### src/rtl/des_region_sequencer.sv
// des_region_sequencer
//   Host-side initiator for the DES brute-force core's command port. It sweeps an inclusive,
//   wrapping range of 32-bit region indices. For each region it loads the region, starts a
//   search or a test run, collects the results into a valid/ready stream, and then restarts
//   the core.
//
// Ports
//   clk, rst            clock, asynchronous active-high reset
//   start               one-cycle pulse, sampled only while idle
//   test_mode           0 = search sweep, 1 = test sweep (sampled with start)
//   region_first/last   inclusive region range (sampled with start)
//   test_count          results per region in a test sweep, 0 treated as 1 (sampled with start)
//   cmd, cmd_valid      command to the wrapper (0 READ_REGION, 1 START, 2 TEST_MODE, 3 RESTART)
//   region              region operand, held stable while cmd_valid is high
//   advance_test_cmd    two-cycle request for the next test result
//   cmd_read            wrapper has consumed the command
//   done                wrapper search finished (level)
//   test_res_ready      wrapper test result available (level)
//   counter, ciphertext wrapper result registers
//   res_*               result stream (valid/ready) with region, index, counter, ciphertext, last
//   busy                sweep in progress
//   sweep_done          one-cycle pulse after the final RESTART completes
module des_region_sequencer #(
   parameter int unsigned CMD_W = 32
) (
   input  logic             clk,
   input  logic             rst,
   input  logic             start,
   input  logic             test_mode,
   input  logic [31:0]      region_first,
   input  logic [31:0]      region_last,
   input  logic [15:0]      test_count,
   output logic [CMD_W-1:0] cmd,
   output logic             cmd_valid,
   output logic [31:0]      region,
   output logic             advance_test_cmd,
   input  logic             cmd_read,
   input  logic             done,
   input  logic             test_res_ready,
   input  logic [63:0]      counter,
   input  logic [63:0]      ciphertext,
   output logic             res_valid,
   input  logic             res_ready,
   output logic [31:0]      res_region,
   output logic [15:0]      res_index,
   output logic [63:0]      res_counter,
   output logic [63:0]      res_ciphertext,
   output logic             res_last,
   output logic             busy,
   output logic             sweep_done
);

   localparam logic [CMD_W-1:0] CmdReadRegion = CMD_W'(0);
   localparam logic [CMD_W-1:0] CmdStart      = CMD_W'(1);
   localparam logic [CMD_W-1:0] CmdTestMode   = CMD_W'(2);
   localparam logic [CMD_W-1:0] CmdRestart    = CMD_W'(3);

   typedef enum logic [3:0] {
      StIdle,
      StIssue,     // assert the pending command on the next edge
      StCmdReq,    // cmd_valid high, waiting for cmd_read = 1
      StCmdRel,    // cmd_valid low, waiting for cmd_read = 0
      StWaitDone,
      StWaitTest,
      StCapture,   // wrapper result registers settle one cycle after the event
      StPresent,
      StPush,
      StAdvance
   } state_e;

   state_e           state_q, state_d;
   logic [CMD_W-1:0] cmd_q, cmd_d;
   logic [CMD_W-1:0] pend_q, pend_d;
   logic             cmd_valid_q, cmd_valid_d;
   logic [31:0]      region_q, region_d;
   logic [31:0]      last_q, last_d;
   logic             mode_q, mode_d;
   logic [15:0]      tcount_q, tcount_d;
   logic [15:0]      idx_q, idx_d;
   logic             seen_low_q, seen_low_d;
   logic             adv_q, adv_d;
   logic             adv_cnt_q, adv_cnt_d;
   logic             res_valid_q, res_valid_d;
   logic [31:0]      res_region_q, res_region_d;
   logic [15:0]      res_index_q, res_index_d;
   logic [63:0]      res_counter_q, res_counter_d;
   logic [63:0]      res_ct_q, res_ct_d;
   logic             res_last_q, res_last_d;
   logic             busy_q, busy_d;
   logic             sweep_done_q, sweep_done_d;

   // A search region yields one result; a test region yields tcount_q results.
   logic idx_last;
   assign idx_last = ~mode_q | (idx_q == (tcount_q - 16'd1));

   always_comb begin
      state_d      = state_q;
      cmd_d        = cmd_q;
      pend_d       = pend_q;
      cmd_valid_d  = cmd_valid_q;
      region_d     = region_q;
      last_d       = last_q;
      mode_d       = mode_q;
      tcount_d     = tcount_q;
      idx_d        = idx_q;
      seen_low_d   = seen_low_q;
      adv_d        = adv_q;
      adv_cnt_d    = adv_cnt_q;
      res_valid_d  = res_valid_q;
      res_region_d = res_region_q;
      res_index_d  = res_index_q;
      res_counter_d = res_counter_q;
      res_ct_d     = res_ct_q;
      res_last_d   = res_last_q;
      busy_d       = busy_q;
      sweep_done_d = 1'b0;

      unique case (state_q)
         StIdle: begin
            if (start) begin
               mode_d   = test_mode;
               region_d = region_first;
               last_d   = region_last;
               tcount_d = (test_count == 16'd0) ? 16'd1 : test_count;
               idx_d    = 16'd0;
               pend_d   = CmdReadRegion;
               busy_d   = 1'b1;
               state_d  = StIssue;
            end
         end
         StIssue: begin
            cmd_d       = pend_q;
            cmd_valid_d = 1'b1;
            state_d     = StCmdReq;
         end
         StCmdReq: begin
            if (cmd_read) begin
               cmd_valid_d = 1'b0;
               state_d     = StCmdRel;
            end
         end
         StCmdRel: begin
            if (!cmd_read) begin
               if (cmd_q == CmdReadRegion) begin
                  pend_d  = mode_q ? CmdTestMode : CmdStart;
                  state_d = StIssue;
               end else if (cmd_q == CmdStart) begin
                  state_d = StWaitDone;
               end else if (cmd_q == CmdTestMode) begin
                  // The first test result needs only a high level, not an edge.
                  seen_low_d = 1'b1;
                  state_d    = StWaitTest;
               end else if (region_q == last_q) begin
                  sweep_done_d = 1'b1;
                  busy_d       = 1'b0;
                  state_d      = StIdle;
               end else begin
                  region_d = region_q + 32'd1;
                  idx_d    = 16'd0;
                  pend_d   = CmdReadRegion;
                  state_d  = StIssue;
               end
            end
         end
         StWaitDone: begin
            if (done) state_d = StCapture;
         end
         StWaitTest: begin
            if (test_res_ready && seen_low_q) begin
               state_d = StCapture;
            end else if (!test_res_ready) begin
               seen_low_d = 1'b1;
            end
         end
         StCapture: begin
            res_region_d  = region_q;
            res_index_d   = idx_q;
            res_counter_d = counter;
            res_ct_d      = ciphertext;
            res_last_d    = (region_q == last_q) && idx_last;
            state_d       = StPresent;
         end
         StPresent: begin
            res_valid_d = 1'b1;
            state_d     = StPush;
         end
         StPush: begin
            if (res_ready) begin
               res_valid_d = 1'b0;
               if (idx_last) begin
                  cmd_d       = CmdRestart;
                  cmd_valid_d = 1'b1;
                  state_d     = StCmdReq;
               end else begin
                  idx_d      = idx_q + 16'd1;
                  adv_d      = 1'b1;
                  adv_cnt_d  = 1'b0;
                  seen_low_d = 1'b0;
                  state_d    = StAdvance;
               end
            end
         end
         StAdvance: begin
            // The ready level may fall during the pulse; remember that for edge detection.
            if (!test_res_ready) seen_low_d = 1'b1;
            if (adv_cnt_q) begin
               adv_d   = 1'b0;
               state_d = StWaitTest;
            end else begin
               adv_cnt_d = 1'b1;
            end
         end
         default: state_d = StIdle;
      endcase
   end

   always_ff @(posedge clk or posedge rst) begin
      if (rst) begin
         state_q       <= StIdle;
         cmd_q         <= '0;
         pend_q        <= '0;
         cmd_valid_q   <= 1'b0;
         region_q      <= '0;
         last_q        <= '0;
         mode_q        <= 1'b0;
         tcount_q      <= 16'd1;
         idx_q         <= '0;
         seen_low_q    <= 1'b0;
         adv_q         <= 1'b0;
         adv_cnt_q     <= 1'b0;
         res_valid_q   <= 1'b0;
         res_region_q  <= '0;
         res_index_q   <= '0;
         res_counter_q <= '0;
         res_ct_q      <= '0;
         res_last_q    <= 1'b0;
         busy_q        <= 1'b0;
         sweep_done_q  <= 1'b0;
      end else begin
         state_q       <= state_d;
         cmd_q         <= cmd_d;
         pend_q        <= pend_d;
         cmd_valid_q   <= cmd_valid_d;
         region_q      <= region_d;
         last_q        <= last_d;
         mode_q        <= mode_d;
         tcount_q      <= tcount_d;
         idx_q         <= idx_d;
         seen_low_q    <= seen_low_d;
         adv_q         <= adv_d;
         adv_cnt_q     <= adv_cnt_d;
         res_valid_q   <= res_valid_d;
         res_region_q  <= res_region_d;
         res_index_q   <= res_index_d;
         res_counter_q <= res_counter_d;
         res_ct_q      <= res_ct_d;
         res_last_q    <= res_last_d;
         busy_q        <= busy_d;
         sweep_done_q  <= sweep_done_d;
      end
   end

   assign cmd              = cmd_q;
   assign cmd_valid        = cmd_valid_q;
   assign region           = region_q;
   assign advance_test_cmd = adv_q;
   assign res_valid        = res_valid_q;
   assign res_region       = res_region_q;
   assign res_index        = res_index_q;
   assign res_counter      = res_counter_q;
   assign res_ciphertext   = res_ct_q;
   assign res_last         = res_last_q;
   assign busy             = busy_q;
   assign sweep_done       = sweep_done_q;

endmodule

### config.mk
export PLATFORM = sky130hd
export DESIGN_NAME = des_region_sequencer
export DESIGN_NICKNAME = d
export VERILOG_FILES = /design/src/rtl/des_region_sequencer.sv
export SDC_FILE = /design/constraint.sdc
export NUM_CORES = 1
export LEC_CHECK = 0
export CAP_MARGIN = 30
export CORE_AREA = 2 2 181 183
export CTS_CLUSTER_DIAMETER = 80
export CTS_CLUSTER_SIZE = 14
export DETAILED_ROUTE_END_ITERATION = 7
export DIE_AREA = 0 0 183 185
export GPL_TIMING_DRIVEN = 1
export PLACE_DENSITY = 0.73
export SETUP_SLACK_MARGIN = 0.4
export SLEW_MARGIN = 20
export SYNTH_ARGS = -nofsm -noshare
export SYNTH_HDL_FRONTEND = slang
export SYNTH_SLANG_ARGS = --single-unit
### constraint.sdc
create_clock -name clk -period 27.7 [get_ports clk]
set_clock_uncertainty 0.1 [all_clocks]
set_input_delay 4.155 -clock clk [delete_from_list [all_inputs] [get_ports clk]]
set_output_delay 4.155 -clock clk [all_outputs]
set_load 0.02 [all_outputs]
==> flow_metrics.env, run 1 <==
export IMPL_ys_types=66
export IMPL_grt_pass1_vias=10806
export IMPL_synth_compound_area_share_pct=8.40
export IMPL_irDropWorstVdd_mv=0.0724
export IMPL_globalplace_congestion=0.884
export IMPL_ys_flop_type="dfrtp_1"
export IMPL_async_reset_ff_share_pct=100
export IMPL_ys_seq_elements=289
export IMPL_fillers=2716
export IMPL_synth_top_family_by_area="multiplexers"
export IMPL_grt_busiest_layer="met2"
export IMPL_netlist_area_um2=13400
export IMPL_fin_tns_setup_ns=0
export IMPL_cts_resized=0
export IMPL_placedCellCount=1911
export IMPL_drive_gt1_share_pct=18.8
export IMPL_wl_um=41900
export IMPL_power_frac_comb_pct=49.1
export IMPL_grtUsageMet3_pct=6.25
export IMPL_yosys_area_share_adder_pct=0.748
export IMPL_area_delta_synth_final_pct=39.3
export IMPL_cp_end_kind="flop"
export IMPL_whs_ns=0.403
export IMPL_finalHoldViolCount=0
export IMPL_h_tree_depth=1
export IMPL_hpwl_um=30800
export IMPL_power_leakage_nw=7.67
export IMPL_synthTopCellsByCount="288 x dfrtp_1, 227 x mux2_2, 63 x nand2_1"
export IMPL_p_per_area_nw_per_um2=116
export IMPL_p_sw_share_pct=40.0
export IMPL_cts_setup_buffers=0
export IMPL_use_met1_pct=29.5
export IMPL_min_period_ns=6.56
export IMPL_required_ns=28.02
export IMPL_cts_root_buf="clkbuf_16"
export IMPL_synth_edf_count=0
export IMPL_synthMostInstantiatedCell="dfrtp_1"
export IMPL_setup_viol=0
export IMPL_chipWidth_um=183
export IMPL_worst_setup_path_type="in2reg"
export IMPL_drtPass1Iterations=5
export IMPL_design_portCount=462
export IMPL_outcome="complete, no violations"
export IMPL_track_usage_pct=24.0
export IMPL_initial_core_util_pct=41.8
export IMPL_avgViaCountPerCell=5.48
export IMPL_placementRows=66
export IMPL_arrival_ns=6.88
export IMPL_max_freq_ghz=0.152
export IMPL_timing_final_ws_setup_ns=21.14
export IMPL_cts_sinks=289
export IMPL_synth_top_cell_by_area="dfrtp_1"
export IMPL_relSlewSlack_pct=39.4
export IMPL_met2_usage_pct=41.2
export IMPL_vias=10650
export IMPL_synth_top_area_share_pct=53.9
export IMPL_avgSynthCellArea_um2=11.9
export IMPL_start_kind="input pin"
export IMPL_cts_tree="built"
export IMPL_postCtsHoldBufs=0
export IMPL_grt_overflow=0
export IMPL_io_buffers=431
export IMPL_coreArea_um2=32000
export IMPL_ys_seq_area_share_pct=54.1
export IMPL_cts_reportedPaths_clkPinSlew_ns=0.07
export IMPL_grt_max_degree=155
export IMPL_synth_area_top_cells="dfrtp_1 54%, mux2_2 19%, xnor2_1 2.4%, a21oi_1 2.2%, o21ai_0 1.9%"
export IMPL_cts_buffers=24
export IMPL_yosys_area_share_xor_xnor_pct=3.01
export IMPL_final_nets=1755
export IMPL_internal_power_w=0.00130
export IMPL_ys_warn_count=0
export IMPL_clkLatencyLatePin_ns=0.54
export IMPL_grt_first_pass_wirelength_um=62900
export IMPL_netlist_instances=1127
export IMPL_seq_power_share_pct=36.5
export IMPL_drc=0
export IMPL_cts_buffer_depth=3
export IMPL_period_share_pct=23.7
export IMPL_antenna_found_initial=8
export IMPL_fin_util_pct=58.2
export IMPL_dp_slack_ns=20.65
export IMPL_synth_mux_area_share_pct=19.6
export IMPL_wire_per_inst_um=21.6
export IMPL_worst_slew_pin_slew_ns=0.900
export IMPL_crit_path_max_fanout=10
export IMPL_switching_power_w=0.000868
export IMPL_synth_simple_area_share_pct=10.1
export IMPL_die_area_um2=33900
export IMPL_p_clk_share_pct=14.4
export IMPL_final_max_slew_viol_count=0
export IMPL_drtIter0Drc=735
export IMPL_die_h_um=185
export IMPL_stdcell_count=1944
export IMPL_ant_nets=0
export IMPL_hold_class="reg2reg"
export IMPL_maxCapViolations=0
export IMPL_rsz0062_at_grt="no"
-- cells by family (layout without fill, tap and decap cells) --
family,Yosys count,after routing
adders and majority gates,8,8
other,1,32
xor gates and xnor gates,46,46
buffers and inverters,110,488
DFF,289,289
and+or+nand+nor,261,261
AOI/OAI and AO/OA,179,179
muxes,233,233
-- power by group through the flow --
| stage | clock network, W | registers (W) | logic [W] |
|---|---|---|---|
| floorplan | 0 | 0.000905 | 0.000467 |
| global placement | 0 | 0.000784 | 0.00105 |
| detailed placement | 0 | 0.000795 | 0.00107 |
| CTS | 0.000323 | 0.000790 | 0.00107 |
| global route | 0.000341 | 0.000816 | 0.00114 |
| finish | 0.000314 | 0.000792 | 0.00107 |
-- cell type report --
| class | count | area [um2] | area share [%] |
|---|---|---|---|
| diodes | 2 | 5.00 | 0.0268 |
| clock buffers | 29 | 651 | 3.49 |
| inverters | 16 | 67.6 | 0.362 |
| multi-input cells | 757 | 5720 | 30.7 |
| flip-flops and latches | 289 | 7230 | 38.8 |
| well taps | 408 | 510 | 2.74 |
| repair buffers | 443 | 4450 | 23.9 |
-- flip-flops by register name (all words and copies together), names as in the netlist, 4 cells and up --
name and cells:
res_region 32, res_index 16, res_counter 64, last_q 32
res_ciphertext 64, region 32, idx_q 16, state_q 4
tcount_q 16
-- routing by layer --
layer | vias up | wire, um
met4 | 10 | 1390
li1 | 4807 | -
met1 | 5303 | 16100
met2 | 452 | 21000
met3 | 78 | 3410
met5 | - | 67
-- worst max-delay path, stage by stage --
cell and delay, ns:
clkdlybuf4s50_1 0.53, and3_1 0.25, o21ai_0 0.54, o21ai_1 0.36, nor2_1 0.58, nand2_1 0.15, mux2_2 0.30
-- worst paths after layout --
check	startpoint	endpoint	slack (ns)	depth (start not counted)
worst max-delay path	cmd_read	idx_q[0]	21.14	7
worst min-delay path	cmd_valid	cmd_valid	0.40	1
worst max register to register	tcount_q[4]	idx_q[7]	23.90	8
worst min register to register	cmd_valid	cmd_valid	0.40	1
max in group asynchronous	rst	res_ciphertext[54]	21.96	4
min in group asynchronous	rst	res_counter[0]	3.90	2
-- metrics by stage --
stage          power (W)  cell area, um2
6_report         0.00217           18600
5_1_grt          0.00229           18600
4_1_cts          0.00219           18600
3_5_place_dp     0.00186           18000
3_3_place_gp     0.00183           17900
2_1_floorplan    0.00137           13500
-- cells in the final DEF (no fill, tap or decap), types with 18 or more instances in the layout --
master and instances:
nor2_1 48, nand2_1 62, o21ai_0 51, nand3_1 36, and3_1 18, nor3_1 20
clkdlybuf4s50_1 431, conb_1 30, nand4_1 21, clkbuf_16 25, xnor2_1 36, a21oi_1 58
mux2_2 227, dfrtp_1 288
Power figures use the tool's default switching activity.
==> run 2, diff against run 1 <==
Settings changed: CORE_AREA 2 2 181 183 to not set, CORE_ASPECT_RATIO set to 1.75, CORE_UTILIZATION set to 41, DIE_AREA 0 0 183 185 to not set, PLACE_DENSITY 0.73 to 0.74.
Clock period 27.7 ns to 5.6 ns, I/O delays scaled along.
==> flow_metrics.env, run 2 (synthesis gave the netlist of run 1 again) <==
export IMPL_outcome="finished, violations left"
export IMPL_violations="DRC"
export IMPL_drive_gt1_share_pct=18.8
export IMPL_required_ns=5.96
export IMPL_drtPass1Iterations=8
export IMPL_stdcell_area_um2=18600
export IMPL_worst_slew_pin_slew_ns=1.03
export IMPL_p_clk_share_pct=14.6
export IMPL_dp_slack_ns=1.83
export IMPL_cts_tree="built"
export IMPL_switching_power_w=0.00433
export IMPL_initial_core_util_pct=41.5
export IMPL_ff2ff_setup_slack_ns=1.76
export IMPL_mostFrequentLayoutCells="431 x clkdlybuf4s50_1, 288 x dfrtp_1, 227 x mux2_2, 62 x nand2_1, 58 x a21oi_1"
export IMPL_drc=103
export IMPL_grt_first_pass_wirelength_um=64900
export IMPL_clkLatencyLatePin_ns=0.55
export IMPL_antenna_found_initial=3
export IMPL_cts_buffer_depth=3
export IMPL_start_kind="flop"
export IMPL_internal_power_w=0.00645
export IMPL_max_freq_ghz=0.260
export IMPL_h_tree_depth=1
export IMPL_slowest_delay_ns=0.76
export IMPL_final_max_slew_viol_count=0
export IMPL_irDropWorstVdd_mv=0.402
export IMPL_setup_viol=0
export IMPL_design_portCount=462
export IMPL_globalplace_congestion=0.942
export IMPL_cts_root_buf="clkbuf_16"
export IMPL_wl_um=43000
export IMPL_cts_resized=0
export IMPL_drtIter0Drc=640
export IMPL_cts_setup_buffers=0
export IMPL_ant_nets=0
export IMPL_vias=10661
export IMPL_die_h_um=241
export IMPL_timing_final_ws_setup_ns=1.76
export IMPL_fin_tns_setup_ns=0
export IMPL_track_usage_pct=25.6
export IMPL_min_period_ns=3.84
export IMPL_cts_sinks=289
export IMPL_wire_per_inst_um=22.1
export IMPL_crit_path_max_fanout=21
export IMPL_path_buf_inv=0
export IMPL_slowest_stage="nand4_1"
export IMPL_grt_overflow=0
export IMPL_coreArea_um2=32200
export IMPL_placementRows=87
export IMPL_rsz0062_at_grt="no"
export IMPL_io_buffers=431
export IMPL_cts_buffers=24
export IMPL_p_sw_share_pct=40.1
export IMPL_cp_end_kind="flop"
export IMPL_finalHoldViolCount=0
export IMPL_area_delta_synth_final_pct=39.4
export IMPL_cts_reportedPaths_clkPinSlew_ns=0.07
export IMPL_p_per_area_nw_per_um2=578
export IMPL_grt_max_degree=162
export IMPL_chipWidth_um=139
export IMPL_arrival_ns=4.20
export IMPL_hpwl_um=32700
export IMPL_cp_cell_sequence="or4_1 > nor3_1 > xor2_1 > o221a_2 > mux2i_1 > nand4_1 > nand3b_1 > mux2i_1"
export IMPL_postCtsHoldBufs=0
export IMPL_maxCapViolations=0
export IMPL_power_leakage_nw=7.66
export IMPL_relSlewSlack_pct=31.3
export IMPL_final_common_cell="clkdlybuf4s50_1"
export IMPL_avgViaCountPerCell=5.48
export IMPL_cpLargestDelayFamily="simple AND/OR/NAND/NOR gates"
export IMPL_power_frac_comb_pct=49.1
export IMPL_final_nets=1756
export IMPL_path_common_cell="mux2i_1"
export IMPL_worst_setup_path_type="reg2reg"
export IMPL_hold_class="reg2reg"
export IMPL_seq_power_share_pct=36.3
export IMPL_grt_pass1_vias=10983
export IMPL_placed_area_um2=17900
export IMPL_die_area_um2=33400
export IMPL_period_share_pct=68.6
run 2: through the flow:
| stage | utilization (%) | std cells | hold WS (ns) | power (W) |
|---|---|---|---|---|
| 2_1_floorplan | - | 1156 | 0.358 | 0.00678 |
| 3_3_place_gp | 55.7 | 1904 | 0.372 | 0.00913 |
| 3_5_place_dp | 55.7 | 1905 | 0.395 | 0.00924 |
| 4_1_cts | 57.8 | 1940 | 0.410 | 0.0109 |
| 5_1_grt | 57.9 | 1942 | 0.415 | 0.0114 |
| 6_report | 57.9 | 1944 | 0.405 | 0.0108 |
run 2: layer usage:
metal,share of wire [%],vias to the layer above,global-route usage (%)
li1,-,4811,-
met1,36,5281,28.9
met4,3.3,2,9.26
met3,8.1,76,6.23
met2,52,491,46.9
met5,0.030,-,0
run 2: final timing paths:
kind                                 from         endpoint  cells past startpoint
hold reg to reg            res_region[12]   res_region[12]                      1
max in group asynchronous             rst         idx_q[3]                      3
setup / recovery              tcount_q[4]         idx_q[7]                      8
setup reg to reg              tcount_q[4]         idx_q[7]                      8
min in group asynchronous             rst  res_counter[30]                      2
hold / removal             res_region[12]   res_region[12]                      1
run 2: area by class of cell:
cell class | instances | area, um2
clock inverter | 1 | 7.51
timing repair buffer | 444 | 4450
clock buffer | 34 | 659
multi-input combinational | 757 | 5720
antenna | 3 | 7.51
sequential | 289 | 7230
tap | 400 | 500
inverter | 16 | 63.8
fill | 2703 | 13600
run 2: power groups by stage:
stage          combinational [W]  clock (W)  sequential [W]
2_1_floorplan            0.00231          0         0.00447
3_3_place_gp             0.00523          0         0.00390
3_5_place_dp             0.00529          0         0.00395
4_1_cts                  0.00532    0.00162         0.00392
5_1_grt                  0.00564    0.00169         0.00405
6_report                 0.00529    0.00157         0.00391
==> run 3, diff against run 2 <==
Clock period 5.6 ns to 3.4 ns, I/O delays scaled along.
==> flow_metrics.env, run 3 (synthesis gave the netlist of run 1 again) <==
export IMPL_h_tree_depth=1
export IMPL_wl_met3_um=3260
export IMPL_p_clk_share_pct=14.2
export IMPL_hpwl_um=32600
export IMPL_final_common_cell="clkdlybuf4s50_1"
export IMPL_final_max_slew_viol_count=0
export IMPL_met1_length_um=14800
export IMPL_rsz0062_at_grt="yes"
export IMPL_multi_input_area_um2=5890
export IMPL_drc=38
export IMPL_whs_ns=0.153
export IMPL_chipWidth_um=139
export IMPL_ant_nets=0
export IMPL_power_leakage_nw=7.94
export IMPL_fin_tns_setup_ns=0
export IMPL_drtIter0Drc=642
export IMPL_grt_pass1_vias=11281
export IMPL_regArea_um2=7240
export IMPL_crit_path_max_fanout=5
export IMPL_dr_max_layer_used="met4"
export IMPL_p_sw_share_pct=40.2
export IMPL_antenna_found_initial=4
export IMPL_period_share_pct=91.6
export IMPL_io_buffers=431
export IMPL_track_usage_pct=25.5
export IMPL_hold_class="in2async"
export IMPL_setup_viol=0
export IMPL_vias=10974
export IMPL_cp_end_kind="flop"
export IMPL_area_delta_synth_final_pct=43.9
export IMPL_max_freq_ghz=0.321
export IMPL_mostFrequentLayoutCells="431 x clkdlybuf4s50_1, 285 x dfrtp_1, 227 x mux2_2, 61 x nand2_1, 54 x a21oi_1"
export IMPL_placementRows=87
export IMPL_grt_overflow=0
export IMPL_avgViaCountPerCell=5.51
export IMPL_min_period_ns=3.11
export IMPL_dr_wl_met2_um=23700
export IMPL_worst_setup_path_type="reg2reg"
export IMPL_die_h_um=241
export IMPL_finalHoldViolCount=0
export IMPL_final_nets=1801
export IMPL_placed_area_um2=18300
export IMPL_cts_root_buf="clkbuf_16"
export IMPL_outcome="finished, violations left"
export IMPL_fillers=2635
export IMPL_cts_buffer_depth=3
export IMPL_globalplace_congestion=0.923
export IMPL_stdcell_area_um2=19300
export IMPL_cts_sinks=289
export IMPL_grt_first_pass_wirelength_um=65000
export IMPL_worst_slew_pin_slew_ns=0.654
export IMPL_cts_tree="built"
export IMPL_placedCellCount=1934
export IMPL_design_portCount=462
export IMPL_required_ns=3.72
export IMPL_stdcell_count=1990
export IMPL_drtPass1Iterations=8
export IMPL_relSlewSlack_pct=56.0
export IMPL_die_area_um2=33400
export IMPL_coreArea_um2=32200
export IMPL_drive_gt1_share_pct=22.6
export IMPL_seq_power_share_pct=34.1
export IMPL_cts_buffers=24
export IMPL_internal_power_w=0.0109
export IMPL_p_per_area_nw_per_um2=948
export IMPL_wire_per_inst_um=22.0
export IMPL_wl_um=43700
export IMPL_cts_reportedPaths_clkPinSlew_ns=0.07
export IMPL_initial_core_util_pct=41.5
export IMPL_clkLatencyLatePin_ns=0.54
export IMPL_irDropWorstVdd_mv=0.646
export IMPL_switching_power_w=0.00733
export IMPL_maxCapViolations=0
export IMPL_arrival_ns=3.43
export IMPL_grt_max_degree=94
export IMPL_violations="DRC"
export IMPL_start_kind="flop"
export IMPL_total_power_w=0.0183
export IMPL_power_frac_comb_pct=51.7
-- run 3: what timing repair did --
item,4_1_cts,5_1_grt
gates resized for setup,12,28
endpoints found under the setup margin,23,28
pin swaps,4,15
buffers inserted,4,8
hold buffers,0,0
gates cloned,2,3
-- run 3: worst max-delay path, cell delays in order (launching register included) --
cell       delay, ns
dfrtp_1         0.40
or4_4           0.56
o21a_1          0.25
a2111oi_4       0.39
nand4_1         0.21
nor4_4          0.31
buf_4           0.18
a31oi_4         0.12
and3_4          0.22
mux2_2          0.26
-- run 3: layer usage --
metal	vias to the layer above	GRT usage, %
met5	-	0
met4	0	11.9
met3	95	5.97
met2	511	48.5
met1	5466	26.2
li1	4902	-
-- run 3: cell type report --
| type | count | share of cell area (%) |
|---|---|---|
| Timing Repair Buffer | 487 | 25.4 |
| Inverter | 16 | 0.331 |
| Antenna cell | 4 | 0.0520 |
| Tap cell | 400 | 2.60 |
| Sequential cell | 289 | 37.6 |
| Clock inverter | 1 | 0.0390 |
| Clock buffer | 34 | 3.42 |
| Multi-Input combinational cell | 759 | 30.6 |
-- run 3: path summary, 6_finish.rpt --
kind                               from           end  slack, ns  cells past startpoint
hold / removal                      rst    last_q[10]       0.15                      2
setup reg to reg            tcount_q[1]      idx_q[0]       0.29                      9
hold reg to reg            res_index[6]  res_index[6]       0.41                      1
max in group asynchronous           rst   tcount_q[8]       2.18                      3
min in group clk           res_index[6]  res_index[6]       0.41                      1
setup / recovery            tcount_q[1]      idx_q[0]       0.29                      9
-- run 3: through the flow --
| step | setup slack, ns | util, % |
|---|---|---|
| 4_1_cts | 0.399 | 59.1 |
| 6_report | 0.285 | 59.8 |
| 3_3_place_gp | 0.263 | 56.7 |
| 2_1_floorplan | -1.04 | - |
| 3_5_place_dp | 0.176 | 56.7 |
| 5_1_grt | 0.240 | 59.8 |
-- run 3: power by group through the flow --
| stage | combinational, W | sequential (W) | clock [W] |
|---|---|---|---|
| final | 0.00943 | 0.00624 | 0.00259 |
| after global routing | 0.00999 | 0.00643 | 0.00278 |
| after CTS | 0.00934 | 0.00625 | 0.00267 |
| after detailed placement | 0.00917 | 0.00630 | 0 |
| after global placement | 0.00904 | 0.00621 | 0 |
| after floorplan | 0.00383 | 0.00737 | 0 |
